**src/rtl/fpu_seq_pkg.sv**
```systemverilog
// fpu_seq_pkg: shared FPU operator, sequencer state and fused-variant encodings.
package fpu_seq_pkg;
  typedef enum logic [3:0] {
    FP_ALU_ADD, FP_ALU_SUB, FP_ALU_MUL, FP_ALU_DIV, FP_ALU_SQRT, FP_ALU_MIN,
    FP_ALU_MAX, FP_ALU_CMP, FP_ALU_CLASS, FP_ALU_CVT, FP_ALU_MADD
  } fp_alu_op_e;
  typedef enum logic [2:0] {IDLE, EXEC, MUL, ADD, DONE} fpu_seq_state_e;
  typedef enum logic [1:0] {MADD = 2'b00, MSUB = 2'b01, NMSUB = 2'b10, NMADD = 2'b11} madd_op_e;
endpackage

```
**src/rtl/fpu_seq.sv**
```systemverilog
// fpu_seq: issue/sequencing controller for the combinational bfloat16 FPU; fused ops run as mul then add/sub.
module fpu_seq
  import fpu_seq_pkg::*;
(
  input  logic        clk_i,
  input  logic        rst_ni,
  input  logic        req_valid_i,
  output logic        req_ready_o,
  input  fp_alu_op_e  op_i,
  input  logic [1:0]  madd_op_i,
  input  logic [1:0]  mode_i,
  input  logic [31:0] operand_a_i,
  input  logic [31:0] operand_b_i,
  input  logic [31:0] operand_c_i,
  input  logic        flush_i,
  output fp_alu_op_e  fpu_operator_o,
  output logic [31:0] fpu_operand_a_o,
  output logic [31:0] fpu_operand_b_o,
  output logic [1:0]  fpu_mode_o,
  input  logic [31:0] fpu_result_i,
  output logic        res_valid_o,
  input  logic        res_ready_i,
  output logic [31:0] result_o,
  output logic        busy_o
);
  fpu_seq_state_e r_state, w_next;
  fp_alu_op_e     r_op;
  madd_op_e       r_madd;
  logic [31:0]    r_a, r_b, r_c, r_result;
  logic [15:0]    r_p;
  logic [1:0]     r_mode;
  logic           w_accept, w_sub, w_neg;
  assign w_sub       = r_madd inside {MSUB, NMADD};
  assign w_neg       = r_madd inside {NMSUB, NMADD};
  assign fpu_mode_o  = r_mode;
  assign result_o    = r_result;
  assign res_valid_o = r_state == DONE;
  assign busy_o      = r_state != IDLE;
  always_ff @(posedge clk_i or negedge rst_ni)
    if (!rst_ni) r_state <= IDLE;
    else         r_state <= w_next;
  always_comb begin
    req_ready_o     = !flush_i && (r_state == IDLE || (r_state == DONE && res_ready_i));
    w_accept        = req_valid_i && req_ready_o;
    w_next          = r_state;
    fpu_operator_o  = r_op;
    fpu_operand_a_o = r_a;
    fpu_operand_b_o = r_b;
    case (r_state)
      IDLE, DONE: w_next = w_accept ? (op_i == FP_ALU_MADD ? MUL : EXEC)
                         : (r_state == DONE && !res_ready_i) ? DONE : IDLE;
      EXEC: w_next = DONE;
      MUL: begin
        w_next         = ADD;
        fpu_operator_o = FP_ALU_MUL;
      end
      ADD: begin
        w_next          = DONE;
        fpu_operator_o  = w_sub ? FP_ALU_SUB : FP_ALU_ADD;
        fpu_operand_a_o = {r_p, 16'd0};
        fpu_operand_b_o = r_c;
      end
      default: w_next = IDLE;
    endcase
    if (flush_i) w_next = IDLE;
  end
  always_ff @(posedge clk_i or negedge rst_ni)
    if (!rst_ni) begin
      r_op     <= FP_ALU_ADD;
      r_madd   <= MADD;
      r_mode   <= '0;
      r_a      <= '0;
      r_b      <= '0;
      r_c      <= '0;
      r_p      <= '0;
      r_result <= '0;
    end else begin
      if (w_accept) begin
        r_op   <= op_i;
        r_madd <= madd_op_e'(madd_op_i);
        r_mode <= mode_i;
        r_a    <= operand_a_i;
        r_b    <= operand_b_i;
        r_c    <= operand_c_i;
      end
      // flush discards the pass in flight, so nothing is captured that cycle
      if (!flush_i && (r_state == EXEC || r_state == ADD)) r_result <= fpu_result_i;
      if (!flush_i && r_state == MUL) r_p <= fpu_result_i[31:16] ^ {w_neg, 15'd0};
    end
endmodule

```
**config.mk**
```make
export PLATFORM = sky130hd
export DESIGN_NAME = fpu_seq
export DESIGN_NICKNAME = d
export VERILOG_FILES = /design/src/rtl/fpu_seq_pkg.sv /design/src/rtl/fpu_seq.sv
export SDC_FILE = /design/constraint.sdc
export NUM_CORES = 1
export LEC_CHECK = 0
export ABC_AREA = 0
export BUFFER_PORTS_ARGS = -buffer_cell sky130_fd_sc_hd__buf_2
export CORE_ASPECT_RATIO = 1.4
export CORE_MARGIN = 2
export CORE_UTILIZATION = 42
export CTS_CLUSTER_DIAMETER = 50
export DETAILED_ROUTE_END_ITERATION = 6
export PLACE_DENSITY = 0.71
export RECOVER_POWER = 100
export SLEW_MARGIN = 20
export SYNTH_ARGS = -nofsm -noshare
export SYNTH_HDL_FRONTEND = slang
export SYNTH_SLANG_ARGS = --single-unit
```
**constraint.sdc**
```tcl
create_clock -name clk_i -period 1.8 [get_ports clk_i]
set_input_delay 0.18 -clock clk_i [delete_from_list [all_inputs] [get_ports clk_i]]
set_output_delay 0.18 -clock clk_i [all_outputs]
set_load 0.02 [all_outputs]
```
Word level (Yosys, flattened, before mapping)
Cells that the tools add are included.
{"block": "op_classes", "bitwise": 1, "n_mux": 9, "reduce_logical": 16, "n_eq_ne": 8}
{"operator": "2-to-1 mux 32 bit", "count": 2}
{"operator": "bitwise XOR 16 bit", "count": 1}
{"operator": "2-to-1 mux 3 bit", "count": 3}
{"operator": "one-hot mux 3 bit (3 select lines)", "count": 1}
{"operator": "one-hot mux 4 bit (2 select lines)", "count": 1}
{"operator": "equality test 3 x 2 -> 1 bit, second input constant", "count": 2}
{"operator": "logical AND 1 bit", "count": 6}
{"operator": "equality test 2 bit, second input constant", "count": 2}
{"operator": "equality test 4 bit, second input constant", "count": 1}
{"operator": "nonzero test 2 bit", "count": 2}
{"operator": "OR reduction 2 bit", "count": 2}
{"operator": "equality test 3 x 1 -> 1 bit, second input constant", "count": 1}
{"operator": "equality test 3 bit, second input constant", "count": 1}
{"operator": "zero test 3 bit", "count": 1}
{"operator": "nonzero test 3 bit", "count": 1}
{"operator": "equality test 2 x 1 -> 1 bit, second input constant", "count": 1}
{"operator": "zero test 1 bit", "count": 2}
{"operator": "logical OR 1 bit", "count": 2}
{"operator": "2-to-1 mux 2 bit", "count": 1}
{"operator": "2-to-1 mux 1 bit", "count": 1}
{"block": "totals", "output_inout_bits": 105, "wordCells": 43, "in_bits": 141, "regBits": 155}

Depth between registers and ports, before layout
{"block": "depth", "depth_word": 8, "mapped_depth": 5}

Least setup slack after synthesis
OpenSTA, ideal clock, no wires.
{"block": "synth_path", "path_type": "register to register", "start": "register r_state[0]", "end": "register r_p[10]", "setup_slack_ns": 0.293, "stages_incl_launch_ff": 5, "period_less_slack_ns": 1.507, "setup_ns": 0.125, "arrival_time_ns": 1.382, "path_cell_list": "dfrtp_1 -> nor4b_1 -> buf_4 -> buf_6 -> mux2_2"}
{"block": "synth_between", "elab_chain_cells": 2}
{"element": "from (decl)", "line_no": "fpu_seq.sv:26", "text": "fpu_seq_state_e r_state, w_next;"}
{"element": "from (signal assigned)", "line_no": "fpu_seq.sv:41", "text": "else r_state <= w_next;"}
{"element": "equality test 3 x 2 -> 1 bit", "line_no": "fpu_seq.sv:88", "text": "if (!flush_i && r_state == MUL) r_p <= fpu_result_i[31:16] ^ {w_neg, 15'd0};"}
{"element": "logical AND 1 bit", "line_no": "fpu_seq.sv:88"}
{"element": "to (signal assigned)", "line_no": "fpu_seq.sv:88"}
{"element": "to (decl)", "line_no": "fpu_seq.sv:30", "text": "logic [15:0] r_p;"}
Every way passes these cells.
A chain may end at the register's enable or synchronous reset.

Worst setup path in the final report
{"block": "layout_path", "start": "register r_state[2]", "end": "output fpu_operand_b_o[2]"}
{"block": "layout_between", "elab_chain_cells": 2}
{"element": "equality test 3 x 2 -> 1 bit", "line_no": "fpu_seq.sv:49", "text": "case (r_state)"}
{"element": "2-to-1 mux 32 bit", "line_no": "fpu_seq.sv:49"}
{"element": "to (decl)", "line_no": "fpu_seq.sv:18", "text": "output logic [31:0] fpu_operand_b_o,"}
Every way passes these cells.

==> impl_metrics.py <==
metrics = {
    "hold_path": {
        "hold_path.class": "primary input to flop",
    },
    "cts": {
        "cts-buffers-inserted": 17,
        "clock-sinks": 155,
        "clkTransAtPathRegs_ns": 0.07,
        "cts_tree": "built",
        "insertion_delay_ns": 0.42,
        "cts-root-buf": "clkbuf_16",
        "h-tree-depth": 4,
        "clk_path_buf_depth": 2,
    },
    "detailed_routing": {
        "drc": 0,
        "drt_wl_total_um": 19200,
        "drt_iter0_markers": 189,
        "via_count": 5095,
        "via_per_inst": 4.94,
        "dr.pass1.iters": 4,
        "wl_per_cell_um": 18.6,
        "detail-route-antenna-nets": 0,
    },
    "timing": {
        "hold_viol_final": 0,
        "clock.fmax_mhz": 504,
        "final.min_clock_period_ns": 1.98,
        "fin_ws_ns": -0.183,
        "worst_pin_slew_ns": 1.38,
        "skew_ns": 0.00804,
        "relSlewSlack_pct": 7.70,
        "final-setup-viol-count": 74,
        "fin_crit_sh_pct": 110,
        "fin_setup_tns_ns": -8.78,
        "drv_slew": 0,
        "rsz0062_at_grt": "yes",
    },
    "pwr": {
        "leakage_nw": 5.08,
        "ir_drop_mv": 0.987,
        "total_power_mw": 11.8,
        "powerDensity_mw_per_mm2": 1120,
    },
    "placement": {
        "io_buffer_count": 245,
        "placed_area_mm2": 0.00825,
        "place_hpwl_um": 11500,
        "place.gp.congestion": 0.796,
        "dp_slack_ns": 0.0536,
    },
    "yosys": {
        "synth_area_mm2": 0.00676,
        "synthTopCellsByCount": "dfrtp_1 (155), mux2_2 (150), mux2_4 (49)",
        "synth_cell_types": 23,
        "syn_area_per_cell_um2": 16.1,
        "synth_edf_count": 0,
        "synthArstFlopShare_pct": 100,
        "yosys_warnings": 0,
        "synth_most_common_cell": "dfrtp_1",
        "synth_top_area_cell": "dfrtp_1",
        "ys_seq_elements": 155,
        "netlist.area_leader.share_pct": 57.4,
        "synthFlopType": "dfrtp_1",
        "syn_nets": 562,
        "synth_cells": 421,
        "ys_seq_area_share_pct": 57.4,
        "synth.area.top_cells": "dfrtp_1 (57%), mux2_2 (25%), mux2_4 (11%), and2_1 (1.8%), buf_6 (1.2%)",
    },
    "layout": {
        "finalInstanceArea_mm2": 0.0106,
        "antenna_cells": 0,
        "area_growth_pct": 56.5,
        "final_nets": 963,
        "postLayoutCoreUtil_pct": 67.5,
        "drive_gt1_share_pct": 57.1,
    },
    "worst_setup_path": {
        "path_common_cell": "buf_12",
        "crit_arrival_ns": 1.80,
        "cp-start-kind": "flop",
        "cp.required_ns": 1.62,
        "crit_slowest_cell": "dfrtp_2",
        "crit_chain": "nand3b_1 -> buf_12 -> buf_12 -> mux2_2 -> buf_2",
        "crit_fanout": 9,
        "critical_path_class": "flop to output port",
        "max_stage_delay_ns": 0.40,
        "crit_path_end_kind": "output port",
    },
    "global_route": {
        "grt_pass1_vias": 5771,
        "grt_usage_pct": 21.4,
        "grt_pass1_wl_um": 29000,
        "grt_antenna_before_repair": 0,
        "grt_start_max_net_pins": 59,
        "grt-ovfl-total": 0,
    },
    "run_status": {
        "status": "finished, violations left",
        "violations": "setup timing",
    },
    "floorplanning": {
        "io_pins": 246,
        "rows": 54,
        "dieArea_mm2": 0.0171,
        "core_mm2": 0.0157,
        "fp.dieH_um": 154,
        "start_util_pct": 43.1,
        "die_w_um": 111,
    },
    "run": {
        "drv_cap": 0,
    },
}
==> worst paths after layout <==
| path | cells after the start | startpoint | slack [ns] | to |
|---|---|---|---|---|
| setup / recovery | 5 | r_state[2]$_DFF_PN0_ | -0.18 | fpu_operand_b_o[2] |
| hold / removal | 2 | fpu_result_i[25] | 0.02 | result_o[25]$_DFFE_PN0P_ |
| setup reg to reg | 4 | r_state[0]$_DFF_PN0_ | -0.10 | r_p[14]$_DFFE_PN0P_ |
| hold reg to reg | 1 | r_a[5]$_DFFE_PN0P_ | 0.50 | r_a[5]$_DFFE_PN0P_ |
| max in group asynchronous | 3 | rst_ni | 0.22 | r_b[2]$_DFFE_PN0P_ |
| min in group asynchronous | 2 | rst_ni | 0.60 | r_op[0]$_DFFE_PN0P_ |
==> state kept, by name (all words and copies together) (netlist names) <==
register / flops
fpu_mode_o: 2
r_a: 32
r_madd: 2
r_op: 4
r_p: 16
r_c: 32
result_o: 32
r_b: 32
r_state: 3
==> per-layer routing <==
layer,wire length [µm],global-route usage (%)
met5,0,0
met4,611,9.35
met3,1140,5.99
met2,10400,39.0
met1,6970,23.0
==> timing repair <==
action,CTS,global route
cloned,1,3
pin swaps,1,1
endpoints found under the hold margin,195,0
hold buffers,136,0
resized for setup,16,92
endpoints found under the setup margin,64,66
buffers inserted,4,0
==> logic make-up after synthesis <==
logic type,count (synthesis),share of synthesized area (%)
muxes,199,35.9
DFF,155,57.4
and+or+nand+nor,37,3.39
buffers and inverters,23,2.67
AOI/OAI and AO/OA,6,0.555
xor gates and xnor gates,1,0.130
==> layout by cell type (no fill, tap or decap), drive strengths merged <==
master and instances:
nor2 4, o21bai 1, dlygate4sd3 136, dfrtp 155, or4bb 1, nand3b 1, clkinv 5, nand3 1
and2 19, o21ai 2, mux2 199, clkbuf 61, inv 8, buf 226, or3 2, nand2 4
nand2b 3, bufinv 1, a21oi 2, nor2b 1, nor4b 1, xnor2 1, a41o 1
==> power breakdown <==
group          switching, mW  internal [mW]  total [mW]
Clock                   1.58           2.01        3.58
Sequential             0.459           4.26        4.72
Combinational           1.63           1.88        3.50
Total                   3.66           8.15        11.8
==> area by class of cell <==
class,instances,area (µm²)
clock buffer,18,439
clock inverter,14,153
fill,1080,5090
multi-input combinational,243,2720
sequential,155,3880
tap,196,245
timing repair buffer,405,3140
==> critical path, delay by kind of cell (launching register included) <==
kind	cells	cell delay, ns
buffers and inverters	3	0.50
flip-flops	1	0.40
multiplexers	1	0.29
AND/OR/NAND/NOR	1	0.19
==> stage by stage <==
step	cells	hold slack, ns
2_1_floorplan	421	-0.116
3_3_place_gp	855	0.180
3_5_place_dp	855	0.193
4_1_cts	1028	0.000654
5_1_grt	1031	0.00420
6_report	1031	0.0245
No activity file was read; power rests on OpenSTA's default activity.
